===== config.mk =====
export PLATFORM = sky130hd
export DESIGN_NAME = melody_sequencer
export DESIGN_NICKNAME = d
export VERILOG_FILES = /design/src/rtl/melody_sequencer.sv
export SDC_FILE = /design/constraint.sdc
export NUM_CORES = 1
export LEC_CHECK = 0
export CORE_AREA = 8 8 63 106
export CTS_CLUSTER_DIAMETER = 200
export DETAILED_ROUTE_END_ITERATION = 6
export DIE_AREA = 0 0 71 114
export GPL_TIMING_DRIVEN = 1
export HOLD_SLACK_MARGIN = 0.12
export PLACE_DENSITY = 0.81
export SKIP_LAST_GASP = 1
export SYNTH_ARGS = -nofsm -noshare
export SYNTH_HDL_FRONTEND = slang
export SYNTH_SLANG_ARGS = --single-unit
export TNS_END_PERCENT = 20

===== constraint.sdc =====
create_clock -name clk -period 7.4 [get_ports clk]
set_input_delay 1.48 -clock clk [delete_from_list [all_inputs] [get_ports clk]]
set_output_delay 1.48 -clock clk [all_outputs]
set_load 0.01 [all_outputs]

===== src/rtl/melody_sequencer.sv =====
// Plays a fixed 16-entry note table as a one-hot piezo tone vector, with gaps and repeats.
// Optional MELODY_SNOOZE_EN adds a snooze input that silences and later restarts the melody.
module melody_sequencer #(
    parameter int UNIT_CYCLES = 125000,
    parameter int GAP_CYCLES  = 12500,
    parameter int REPEAT      = 3
`ifdef MELODY_SNOOZE_EN
    ,
    parameter int SNOOZE_CYCLES = 5000000
`endif
) (
    input  logic        clk,
    input  logic        rst,
    input  logic        start,
    input  logic        stop,
`ifdef MELODY_SNOOZE_EN
    input  logic        snooze,
`endif
    output logic [12:0] playSound,
    output logic        busy,
    output logic        done
);

    localparam int CYC_W  = (UNIT_CYCLES > 1) ? $clog2(UNIT_CYCLES) : 1;
    localparam int GAP_W  = (GAP_CYCLES > 1) ? $clog2(GAP_CYCLES) : 1;
    localparam int PASS_W = (REPEAT > 1) ? $clog2(REPEAT) : 1;

    localparam logic [CYC_W-1:0] UNIT_LAST = CYC_W'(UNIT_CYCLES - 1);
    localparam logic [GAP_W-1:0] GAP_LAST  =
        GAP_W'((GAP_CYCLES > 0) ? GAP_CYCLES - 1 : 0);
    localparam logic [PASS_W:0]  REPEAT_V  = (PASS_W + 1)'(REPEAT);

    localparam logic [2:0] S_IDLE   = 3'd0;
    localparam logic [2:0] S_LOAD   = 3'd1;
    localparam logic [2:0] S_PLAY   = 3'd2;
    localparam logic [2:0] S_GAP    = 3'd3;
`ifdef MELODY_SNOOZE_EN
    localparam logic [2:0] S_SNOOZE = 3'd4;
    localparam int SNZ_W = (SNOOZE_CYCLES > 1) ? $clog2(SNOOZE_CYCLES) : 1;
    localparam logic [SNZ_W-1:0] SNZ_LAST =
        SNZ_W'((SNOOZE_CYCLES > 0) ? SNOOZE_CYCLES - 1 : 0);
`endif

    // Entry format {end, code[3:0], len[2:0]}; len encodes units-1.
    function automatic logic [7:0] table_entry(input logic [3:0] i);
        case (i)
            4'd0:    table_entry = {1'b0, 4'd8,  3'd1};
            4'd1:    table_entry = {1'b0, 4'd8,  3'd1};
            4'd2:    table_entry = {1'b0, 4'd10, 3'd1};
            4'd3:    table_entry = {1'b0, 4'd10, 3'd1};
            4'd4:    table_entry = {1'b0, 4'd12, 3'd1};
            4'd5:    table_entry = {1'b0, 4'd12, 3'd1};
            4'd6:    table_entry = {1'b0, 4'd10, 3'd3};
            4'd7:    table_entry = {1'b0, 4'd0,  3'd1};
            4'd8:    table_entry = {1'b0, 4'd9,  3'd1};
            4'd9:    table_entry = {1'b0, 4'd9,  3'd1};
            4'd10:   table_entry = {1'b0, 4'd7,  3'd1};
            4'd11:   table_entry = {1'b0, 4'd7,  3'd1};
            4'd12:   table_entry = {1'b0, 4'd5,  3'd3};
            default: table_entry = {1'b1, 4'd0,  3'd0};
        endcase
    endfunction

    // Codes 0 and 13..15 are rests: bit 0 is masked, bits past 12 shift out.
    function automatic logic [12:0] tone(input logic [3:0] code);
        tone = (13'd1 << code) & 13'h1FFE;
    endfunction

    logic [2:0]        state_q, state_d;
    logic [3:0]        idx_q, idx_d;
    logic              wrap_q, wrap_d;
    logic [PASS_W-1:0] pass_q, pass_d;
    logic [2:0]        unit_q, unit_d;
    logic [CYC_W-1:0]  cyc_q, cyc_d;
    logic [GAP_W-1:0]  gap_q, gap_d;
    logic              start_q, start_d;
    logic [12:0]       play_q, play_d;
    logic              busy_q, busy_d;
    logic              done_q, done_d;
`ifdef MELODY_SNOOZE_EN
    logic [SNZ_W-1:0]  snz_q, snz_d;
`endif

    logic [7:0]        entry;
    logic              is_end;
    logic [PASS_W:0]   pass_inc;
    logic              last_pass;

    always_comb begin
        entry     = table_entry(idx_q);
        is_end    = entry[7] | wrap_q;
        pass_inc  = {1'b0, pass_q} + (PASS_W + 1)'(1);
        last_pass = (REPEAT != 0) && (pass_inc >= REPEAT_V);

        state_d = state_q;
        idx_d   = idx_q;
        wrap_d  = wrap_q;
        pass_d  = pass_q;
        unit_d  = unit_q;
        cyc_d   = cyc_q;
        gap_d   = gap_q;
        done_d  = 1'b0;
        start_d = start & ~stop & (state_q == S_IDLE);
`ifdef MELODY_SNOOZE_EN
        snz_d   = snz_q;
`endif

        unique case (state_q)
            S_IDLE: begin
                if (start_q && !stop) begin
                    state_d = S_LOAD;
                    idx_d   = 4'd0;
                    wrap_d  = 1'b0;
                    pass_d  = '0;
                end
            end
            S_LOAD: begin
                if (is_end) begin
                    wrap_d = 1'b0;
                    idx_d  = 4'd0;
                    if (last_pass) begin
                        state_d = S_IDLE;
                        pass_d  = '0;
                        done_d  = 1'b1;
                    end else begin
                        pass_d = pass_inc[PASS_W-1:0];
                    end
                end else begin
                    state_d = S_PLAY;
                    unit_d  = entry[2:0];
                    cyc_d   = UNIT_LAST;
                end
            end
            S_PLAY: begin
                if (cyc_q != '0) begin
                    cyc_d = cyc_q - CYC_W'(1);
                end else if (unit_q != 3'd0) begin
                    unit_d = unit_q - 3'd1;
                    cyc_d  = UNIT_LAST;
                end else begin
                    // Stepping past entry 15 wraps and is taken as end of table.
                    idx_d  = idx_q + 4'd1;
                    wrap_d = (idx_q == 4'd15);
                    if (GAP_CYCLES > 0) begin
                        state_d = S_GAP;
                        gap_d   = GAP_LAST;
                    end else begin
                        state_d = S_LOAD;
                    end
                end
            end
            S_GAP: begin
                if (gap_q != '0) begin
                    gap_d = gap_q - GAP_W'(1);
                end else begin
                    state_d = S_LOAD;
                end
            end
`ifdef MELODY_SNOOZE_EN
            S_SNOOZE: begin
                if (snz_q != '0) begin
                    snz_d = snz_q - SNZ_W'(1);
                end else begin
                    state_d = S_LOAD;
                    idx_d   = 4'd0;
                    wrap_d  = 1'b0;
                end
            end
`endif
            default: state_d = S_IDLE;
        endcase

`ifdef MELODY_SNOOZE_EN
        if (snooze && state_q != S_IDLE) begin
            state_d = S_SNOOZE;
            snz_d   = SNZ_LAST;
            done_d  = 1'b0;
        end
`endif

        if (stop && state_q != S_IDLE) begin
            state_d = S_IDLE;
            idx_d   = 4'd0;
            wrap_d  = 1'b0;
            pass_d  = '0;
            unit_d  = 3'd0;
            cyc_d   = '0;
            gap_d   = '0;
            done_d  = 1'b0;
`ifdef MELODY_SNOOZE_EN
            snz_d   = '0;
`endif
        end

        busy_d = (state_d != S_IDLE);
        play_d = 13'd0;
        if (state_d == S_PLAY) begin
            play_d = (state_q == S_LOAD) ? tone(entry[6:3]) : play_q;
        end
    end

    always_ff @(posedge clk or posedge rst) begin
        if (rst) begin
            state_q <= S_IDLE;
            idx_q   <= 4'd0;
            wrap_q  <= 1'b0;
            pass_q  <= '0;
            unit_q  <= 3'd0;
            cyc_q   <= '0;
            gap_q   <= '0;
            start_q <= 1'b0;
            play_q  <= 13'd0;
            busy_q  <= 1'b0;
            done_q  <= 1'b0;
`ifdef MELODY_SNOOZE_EN
            snz_q   <= '0;
`endif
        end else begin
            state_q <= state_d;
            idx_q   <= idx_d;
            wrap_q  <= wrap_d;
            pass_q  <= pass_d;
            unit_q  <= unit_d;
            cyc_q   <= cyc_d;
            gap_q   <= gap_d;
            start_q <= start_d;
            play_q  <= play_d;
            busy_q  <= busy_d;
            done_q  <= done_d;
`ifdef MELODY_SNOOZE_EN
            snz_q   <= snz_d;
`endif
        end
    end

    assign playSound = play_q;
    assign busy      = busy_q;
    assign done      = done_q;

endmodule


Word level (Yosys, flattened, before mapping)
Memory sizes are Yosys's and may differ from the RTL's.
Index checks and enable logic that the tools add are counted.
W data, S select, Z words.
{"block": "word_totals", "wordCells": 101, "out_inout_bits": 15, "memories": 1, "ff_bits": 60, "in_bits": 4, "mem_bits_ro": 112}
{"block": "classes", "shift": 1, "n_reduce_logical": 18, "n_bitwise": 4, "n_mux": 46, "n_eq_ne": 14, "magnitude_cmp": 1, "add_sub_neg": 5}
{"memory": "(name not given)", "words": 16, "word_bits": 7, "read_ports": 1, "rd_clocked_by_memory_dff": 0, "write_ports": 0, "line": "46", "source": "case (i)"}
{"cell": "$mux W17", "count": 4}
{"cell": "$mux W14", "count": 4}
{"cell": "$pmux W17 S2", "count": 1}
{"cell": "$mux W3", "count": 11}
{"cell": "$pmux W14 S2", "count": 1}
{"cell": "$mux W13", "count": 2}
{"cell": "$mux W4", "count": 5}
{"cell": "$ne A3 B3 Y1 const B", "count": 6}
{"cell": "$reduce_bool A3 Y1", "count": 6}
{"cell": "$reduce_bool A17 Y1", "count": 1}
{"cell": "$sub A17 B1 Y17 const B", "count": 1}
{"cell": "$reduce_bool A14 Y1", "count": 1}
{"cell": "$sub A14 B1 Y14 const B", "count": 1}
{"cell": "$shl A1 B4 Y13 const A", "count": 1}
{"cell": "$pmux W3 S4", "count": 1}
{"cell": "$pmux W4 S3", "count": 1}
{"cell": "$eq A3 B2 Y1 const B", "count": 3}
{"cell": "$mux W1", "count": 9}
{"cell": "$mux W2", "count": 4}
{"cell": "$reduce_and A4 Y1", "count": 2}
{"cell": "$pmux W3 S2", "count": 1}
{"cell": "$reduce_and A3 Y1", "count": 2}
{"cell": "$reduce_and A5 Y1", "count": 1}
{"cell": "$add A4 B1 Y4 const B", "count": 1}
{"cell": "17 further kinds", "count": 19}

Depth between registers and ports, before layout
Gate-level depths: netlist (run 1).
{"block": "depth", "word_depth": 8, "depth_mapped": 9}

Worst setup path after synthesis (run 1)
OpenSTA, ideal clock, no wires.
{"block": "synth_timing", "kind": "input-to-reg", "startpoint": "input port stop", "endpoint": "register idx_q[3]", "setup_ns": 0.078, "setup_slack_ns": 4.616, "path_stages": 7, "arrival_ns": 2.706, "required_ns": 7.322, "n_path_buf": 1, "path_cell_list": "clkbuf_1 > nor2b_1 > o21ai_0 > o211ai_1 > o21ai_1 > or3_1 > a21boi_1"}
{"block": "synth_via", "elab_chain_cells": 4, "elab_cells_between_ends": 10}
{"element": "start, declared", "line": "15", "source": "input logic stop,"}
{"element": "$logic_not A1 Y1", "line": "110", "source": "if (start_q && !stop) begin"}
{"element": "$logic_and A1 B1 Y1", "line": "110"}
{"element": "$ne A3 B1 Y1 (no line)"}
{"element": "$reduce_and A5 Y1 (no line)"}
{"element": "end signal, assigned", "line": "220", "source": "idx_q <= idx_d;"}
{"element": "end, declared", "line": "70", "source": "logic [3:0] idx_q, idx_d;"}
Parallel ways exist; a longest one is shown, timed or not.
A chain may end at the register's enable or synchronous reset.

Worst setup path after layout (run 1)
{"block": "layout_timing", "startpoint": "input port stop", "endpoint": "register cyc_q[4]"}
{"block": "layout_via", "elab_chain_cells": 3, "elab_cells_between_ends": 6}
{"element": "$logic_and A1 B1 Y1 (*)", "line": "181", "source": "if (stop && state_q != S_IDLE) begin"}
{"element": "$ne A4 B4 Y1 (no line), or another cell as far along"}
{"element": "$reduce_and A3 Y1 (no line)"}
{"element": "end signal, assigned", "line": "224", "source": "cyc_q <= cyc_d;"}
{"element": "end, declared", "line": "74", "source": "logic [CYC_W-1:0] cyc_q, cyc_d;"}
Every way passes the cells marked *; elsewhere a longest branch is shown, timed or not.

==> summary.txt, run 1 <==
CTS
------------------------------------------------------------------------------------
Sinks on Clock Net ....................................................           59
TritonCTS Buffers .....................................................            9
Maximum buffer depth of the clock tree ................................            2
Clock tree from TritonCTS .............................................        built
Clock network latency to the later pin of the worst-skew pair .........       340 ps
Reg clk slew, reported paths ..........................................        70 ps
H-Tree Depth ..........................................................            3
Post-CTS repair timing setup buffer count .............................            0
Root cell of the clock tree ........................................... sky130_fd_sc_hd__clkbuf_8
Number of hold buffers added after cts ................................            0
Resized cells post-CTS ................................................            0

DETAILED ROUTING
------------------------------------------------------------------------------------
Wirelength, routed ....................................................      7005 um
Total number of vias ..................................................         2726
Drc violations ........................................................            0
Number of nets still failing antenna checks after routing .............            0
Vias per cell .........................................................        6.475
DRT iter0 DRCs ........................................................          133
Detailed Routing Iterations Pass 1 ....................................            4
Routed len/inst .......................................................     16.64 um

CRITICAL PATH
------------------------------------------------------------------------------------
Arrival time of data at the critical path endpoint ....................      3430 ps
Reg2Reg Depth .........................................................            9
Launching point of the worst reg2reg path .............................     cyc_q[0]
Critical path data required time ......................................      7660 ps
Type of the setup path with the least slack ........................... input port to register
Critical path capture point type ......................................     register
Setup slack, reg-to-reg ...............................................      4290 ps
Worst-path fanout max .................................................           14
Endpoint of the worst register-to-register path .......................     cyc_q[4]
Element type at the critical path start ...............................   input port

STA
------------------------------------------------------------------------------------
Fmax ..................................................................   0.3157 GHz
Setup TNS .............................................................         0 ps
Worst relative slew slack .............................................       0.4509
Worst Clk Skew ........................................................     8.367 ps
Final count of negative-setup-slack endpoints .........................            0
Final hold violation count ............................................            0
Transition time at the pin with the least slew margin .................     823.7 ps
Fin. max-slew vios ....................................................            0
Setup repair after global routing missed its margin ...................        false
Min Tclk post-route ...................................................      3167 ps
Share of the cycle needed by the critical path after routing ..........       0.4280

MIN PATH
------------------------------------------------------------------------------------
Worst hold endpoint ................................................... playSound[11]
Min-delay src ......................................................... playSound[11]
Worst hold-check path type ............................................ register to register
Number of cells traversed by the worst hold path ......................            1

FLOORPLANNING
------------------------------------------------------------------------------------
Cell Rows .............................................................           35
Die X .................................................................        71 um
CORE AREA .............................................................    5167 um^2
Number of primary I/O pins ............................................           19
Die Outline Area ......................................................    8094 um^2
Starting Density ......................................................       0.6266
Vertical die dimension ................................................       114 um

PLACE
------------------------------------------------------------------------------------
Weighted congestion at the end of routability-driven global placement .       0.8431
Detail Placement HPWL .................................................      4864 um
Port buffer count .....................................................           17

YOSYS
------------------------------------------------------------------------------------
Post-synth cell types .................................................           57
Ys flop type .......................................................... sky130_fd_sc_hd__dfrtp_1
Number of enable flip-flop cells after synthesis ......................            0
Total number of yosys warnings ........................................            0
Sequential area share after synthesis .................................       0.4560
Cells after synthesis .................................................          349
Mean post-synth cell area .............................................   9.278 um^2
Number of synthesized register bits ...................................           59
Proportion of synthesized flip-flops having asynchronous set or reset .        1.000
Mapped Area ...........................................................    3238 um^2

GRT
------------------------------------------------------------------------------------
Number of global-route vias before repair .............................         2641
Initial antenna violation count .......................................            0
GRT Resource Usage Total ..............................................       0.1896
Global-route wire length before repair ................................     12210 um
Total congestion overflow .............................................            0
Maximum number of pins on one net before global-route repair ..........           60

FLOW RUN
------------------------------------------------------------------------------------
Maxcap violations .....................................................            0

PWR
------------------------------------------------------------------------------------
Worst VDD drop ........................................................    0.1377 mV
Total Power ...........................................................     738.2 uW
Power density of the placed cells ..................................... 203.3 nW/um^2
Leakage power of the design ...........................................  0.001502 uW

RUN STATUS
------------------------------------------------------------------------------------
Status ................................................................    completed

FINAL LAYOUT
------------------------------------------------------------------------------------
Diodes inserted .......................................................            0
Total Nets Final ......................................................          374
Layout cell share with drive strength beyond 1 ........................      0.07650
# fillers .............................................................          409
Signed area change from the synthesized netlist to the final layout ...       12.13%

-- flip-flops by register name, indices dropped and copies added, names as in the netlist --
register and cells:
unit_q 3, state_q 3, cyc_q 17, done 1, idx_q 4, gap_q 14
start_q 1, wrap_q 1, playSound 12, pass_q 2, busy 1
-- power by group --
group | total [uW] | leakage, uW | internal [uW] | switching, uW
combinational | 68.5 | 0.000605 | 24.9 | 43.6
clock | 319 | 0.000101 | 188 | 131
sequential | 350 | 0.000796 | 335 | 15.4
total | 738 | 0.00150 | 548 | 190
-- worst max path at each step --
stage	endpoint	startpoint	cells past startpoint
finish	cyc_q[4]	stop	5
global route	cyc_q[4]	cyc_q[0]	9
CTS	cyc_q[4]	stop	5
detailed placement	cyc_q[4]	stop	5
global placement	cyc_q[9]	stop	5
floorplan	busy	rst	1
-- per-stage QoR --
step / util / area [um^2] / std cells / hold WS (ps) / setup slack, ps
floorplan: - / 3242 / 350 / 447.3 / 4464
global placement: 0.6608 / 3415 / 405 / 465.6 / 3965
detailed placement: 0.6608 / 3415 / 405 / 472.7 / 3889
CTS: 0.7027 / 3631 / 421 / 487.9 / 4262
global route: 0.7027 / 3631 / 421 / 508.4 / 4006
finish: 0.7027 / 3631 / 421 / 487.3 / 4233
-- critical path, stage by stage --
cell and delay (ps):
sky130_fd_sc_hd__clkdlybuf4s50_1 570, sky130_fd_sc_hd__a31o_2 330, sky130_fd_sc_hd__a21oi_1 670, sky130_fd_sc_hd__o21ai_0 200, sky130_fd_sc_hd__a21oi_1 170
-- area by class of cell --
type / instances / area (um^2) / share of cell area
sequential: 59 / 1476 / 0.4066
timing repair buffer: 20 / 192.7 / 0.05307
clock buffer: 9 / 123.9 / 0.03411
multi-input combinational: 259 / 1632 / 0.4493
clock inverter: 7 / 92.59 / 0.02550
inverter: 12 / 45.04 / 0.01241
tap: 55 / 68.82 / 0.01895
-- cell families (layout without fill, tap and decap cells) --
family | Yosys count | in the layout | share of synthesized area
simple gates | 128 | 128 | 0.2087
flops | 59 | 59 | 0.4560
mux | 1 | 1 | 0.003091
compound gates | 118 | 118 | 0.2523
buf+inv | 32 | 48 | 0.04135
other cells | 1 | 2 | 0.001158
xor+xnor | 1 | 1 | 0.002705
fa+ha+maj | 9 | 9 | 0.03478
-- cells in the mapped netlist, drive strengths merged (2+ instances only) --
master,number,area (um^2)
and3,3,18.77
clkbuf,16,60.06
o21bai,2,15.01
dfrtp,59,1476
a21oi,31,155.2
nor3,12,60.06
buf,4,28.78
inv,12,45.04
and2,5,31.28
o211ai,2,15.01
or3,9,56.30
a22o,2,17.52
a311oi,14,128.9
o21ai,22,110.1
nand3,8,40.04
or4,9,71.32
nor4,5,37.53
or4b,2,20.02
o22ai,3,18.77
o31ai,9,67.56
a22oi,5,37.54
a211oi,6,45.04
nand2b,10,62.56
ha,9,112.6
nand2,22,82.58
a21o,3,30.02
o41ai,4,35.03
o2bb2ai,4,35.03
nor2,33,123.9
nor2b,5,31.28
nor4b,2,17.52
-- metal layers --
metal / part of all wire / wire length [um] / global-route usage
met4: 0.017 / 117 / 0.08671
met3: 0.035 / 246 / 0.05624
met5: 0 / 0 / 0
met1: 0.41 / 2884 / 0.2089
met2: 0.54 / 3756 / 0.3248
-- placed cells by master (no fill, tap or decap), drive strengths merged, types with 6 or more instances in the layout --
master         Yosys  final
or3                9      9
a211oi             6      6
nand2             22     22
nor3              12     12
clkdlybuf4s50      0     17
a311oi            14     14
inv               12     12
or4                9      9
dfrtp             59     59
ha                 9      9
o21ai             22     22
nand2b            10     10
nor2              33     33
clkbuf            16      9
a21oi             31     31
nand3              8      8
o31ai              9      9
Power figures use the tool's default switching activity.
==> run 2, diff against run 1 <==
- CORE_AREA: 8 8 63 106 -> 8 8 66 110
- DIE_AREA: 0 0 71 114 -> 0 0 74 118
- PLACE_DENSITY: 0.81 -> 0.75
- clock period: 7.4 -> 3.1 ns (I/O delays scaled with it)
==> run 2 against run 1 <==
Compared with the run above:
- combinational power increased to 2.6 times the previous value
- register-to-register slack got worse by 3900 ps
- utilization down 7.6 points
- non-clock buffer count grew 4
- first-iteration DRC count grew 44%
- die area increased by 7.9%
- setup slack lost 3900 ps
- final area hardly changed
- power increased by 110%
- global-route usage decreased by 0.39 points
- cell count rose by 5.9%
- flip-flop and latch count is the same
==> summary.txt, run 2 (same netlist as run 1, synthesis figures left out) <==
RUN STATUS
------------------------------------------------------------------------------------
Status ................................................................    completed

GRT
------------------------------------------------------------------------------------
Met3 Usage GRT ........................................................      0.02560
Total congestion overflow .............................................            0
M2 GR Usage ...........................................................       0.3042
GRT Resource Usage Total ..............................................       0.1857
Global-route wire length before repair ................................     12840 um
Number of global-route vias before repair .............................         2753
Met1 Usage GRT ........................................................       0.2083
Initial antenna violation count .......................................            0
Maximum number of pins on one net before global-route repair ..........           33
Busiest layer in global routing .......................................         met2

DETAILED ROUTING
------------------------------------------------------------------------------------
Routed len/inst .......................................................     16.47 um
Detailed Routing Iterations Pass 1 ....................................            5
Drc violations ........................................................            0
Total number of vias ..................................................         2759
Number of nets still failing antenna checks after routing .............            0
Vias per cell .........................................................        6.186
Wirelength, routed ....................................................      7346 um
DRT iter0 DRCs ........................................................          191

FINAL LAYOUT
------------------------------------------------------------------------------------
Max reg flops .........................................................           17
Register with the highest flop count ..................................        cyc_q
Layout cell share with drive strength beyond 1 ........................      0.06793
Highest-count cells in the layout ignoring fill and taps .............. sky130_fd_sc_hd__dfrtp_1, sky130_fd_sc_hd__nor2_1, sky130_fd_sc_hd__a21oi_1
Signed area change from the synthesized netlist to the final layout ...       12.06%
Most common cell after layout, fill and taps aside .................... sky130_fd_sc_hd__dfrtp_1
Diodes inserted .......................................................            0
Total Nets Final ......................................................          378

STA
------------------------------------------------------------------------------------
Share of the cycle needed by the critical path after routing ..........       0.8875
Worst relative slew slack .............................................       0.5851
Final count of negative-setup-slack endpoints .........................            0
Final critical-path setup slack .......................................     348.8 ps
Min Tclk post-route ...................................................      2751 ps
Final hold violation count ............................................            0
Fin. max-slew vios ....................................................            0
Setup repair after global routing missed its margin ...................        false
Worst Clk Skew ........................................................     5.529 ps
Fmax ..................................................................   0.3635 GHz
Transition time at the pin with the least slew margin .................     621.4 ps
Setup TNS .............................................................         0 ps

CTS
------------------------------------------------------------------------------------
Resized cells post-CTS ................................................            0
TritonCTS Buffers .....................................................            9
Clock network latency to the later pin of the worst-skew pair .........       340 ps
Sinks on Clock Net ....................................................           59
Post-CTS repair timing setup buffer count .............................            0
Reg clk slew, reported paths ..........................................        60 ps
Clock tree from TritonCTS .............................................        built
Root cell of the clock tree ........................................... sky130_fd_sc_hd__clkbuf_8
H-Tree Depth ..........................................................            3
Maximum buffer depth of the clock tree ................................            2
Number of hold buffers added after cts ................................            0

CRITICAL PATH
------------------------------------------------------------------------------------
Reg2Reg Depth .........................................................            8
Critical path capture point type ......................................     register
Critical path data required time ......................................      3370 ps
CP max stage delay ....................................................       520 ps
Critical Path Stages ..................................................            8
Type of the setup path with the least slack ........................... register to register
Cell chain of the critical path ....................................... inv_1 > ha_1 > or4b_1 > or4_4 > o41a_4 > a21o_4 > nand2b_1 > a31oi_1
Worst-path fanout max .................................................           17
Cell family contributing the most delay on the critical path .......... simple AND/OR/NAND/NOR gates
Bufs and invs on worst path ...........................................            1
Arrival time of data at the critical path endpoint ....................      3020 ps
Element type at the critical path start ...............................     register
Critical-path cell with the highest stage delay ....................... sky130_fd_sc_hd__or4b_1

FLOORPLANNING
------------------------------------------------------------------------------------
CORE AREA .............................................................    5787 um^2
Cell Rows .............................................................           37
Number of primary I/O pins ............................................           19
Die Outline Area ......................................................    8732 um^2
Starting Density ......................................................       0.5596
Vertical die dimension ................................................       118 um
Die X .................................................................        74 um

PWR
------------------------------------------------------------------------------------
Worst VDD drop ........................................................    0.2383 mV
Power density of the placed cells ..................................... 432.8 nW/um^2
Leakage power of the design ...........................................  0.001495 uW

PLACE
------------------------------------------------------------------------------------
Post-place setup slack ................................................     379.7 ps
Detail Placement HPWL .................................................      5216 um
Port buffer count .....................................................           17
Weighted congestion at the end of routability-driven global placement .       0.8711

FLOW RUN
------------------------------------------------------------------------------------
Maxcap violations .....................................................            0

MIN PATH
------------------------------------------------------------------------------------
Worst hold-check path type ............................................ register to register
Number of cells traversed by the worst hold path ......................            1

run 2: final cells by class:
cell class                      count  area, um^2
Clock buffer                       14       142.6
Multi-Input combinational cell    259        1632
Fill cell                         511        2158
Tap cell                           78       97.59
Sequential cell                    59        1476
Timing Repair Buffer               24       235.2
Inverter                           12       45.04
run 2: per-stage QoR:
stage,power [uW],instances,utilization,hold slack (ps),area [um^2]
CTS,1578,446,0.6270,492.5,3628
finish,1570,446,0.6270,488.5,3628
global route,1645,446,0.6270,519.8,3628
detailed placement,1025,432,0.6024,476.0,3486
global placement,1017,432,0.6024,468.6,3486
floorplan,971.9,350,-,447.3,3242
run 2: path summary, 6_finish.rpt:
| path | startpoint | to | slack [ps] |
|---|---|---|---|
| max reg2reg | gap_q[0] | gap_q[5] | 350 |
| min reg2reg | unit_q[2] | unit_q[2] | 490 |
| min | unit_q[2] | unit_q[2] | 490 |
| max in group asynchronous | rst | cyc_q[8] | 1830 |
| max | gap_q[0] | gap_q[5] | 350 |
| min in group asynchronous | rst | gap_q[11] | 680 |
run 2: power by group:
part	switching, uW	internal [uW]	total (uW)	leakage [uW]
Combinational	111	65.8	176	0.000629
Clock	277	283	559	0.0000706
Sequential	34.7	800	835	0.000796
Total	422	1150	1570	0.00149
run 2: per-layer routing:
layer / share of wire / vias to the layer above
met5: 0 / -
met4: 0.038 / 0
met3: 0.034 / 23
met2: 0.53 / 65
met1: 0.40 / 1330
li1: - / 1341
run 2: worst reg2reg max path: cells and delay by family (launching register included):
kind	cells	cell delay, ps
simple gates	3	1170
fa+ha+maj	1	180
compound gates	3	850
buf+inv	1	70
flops	1	410
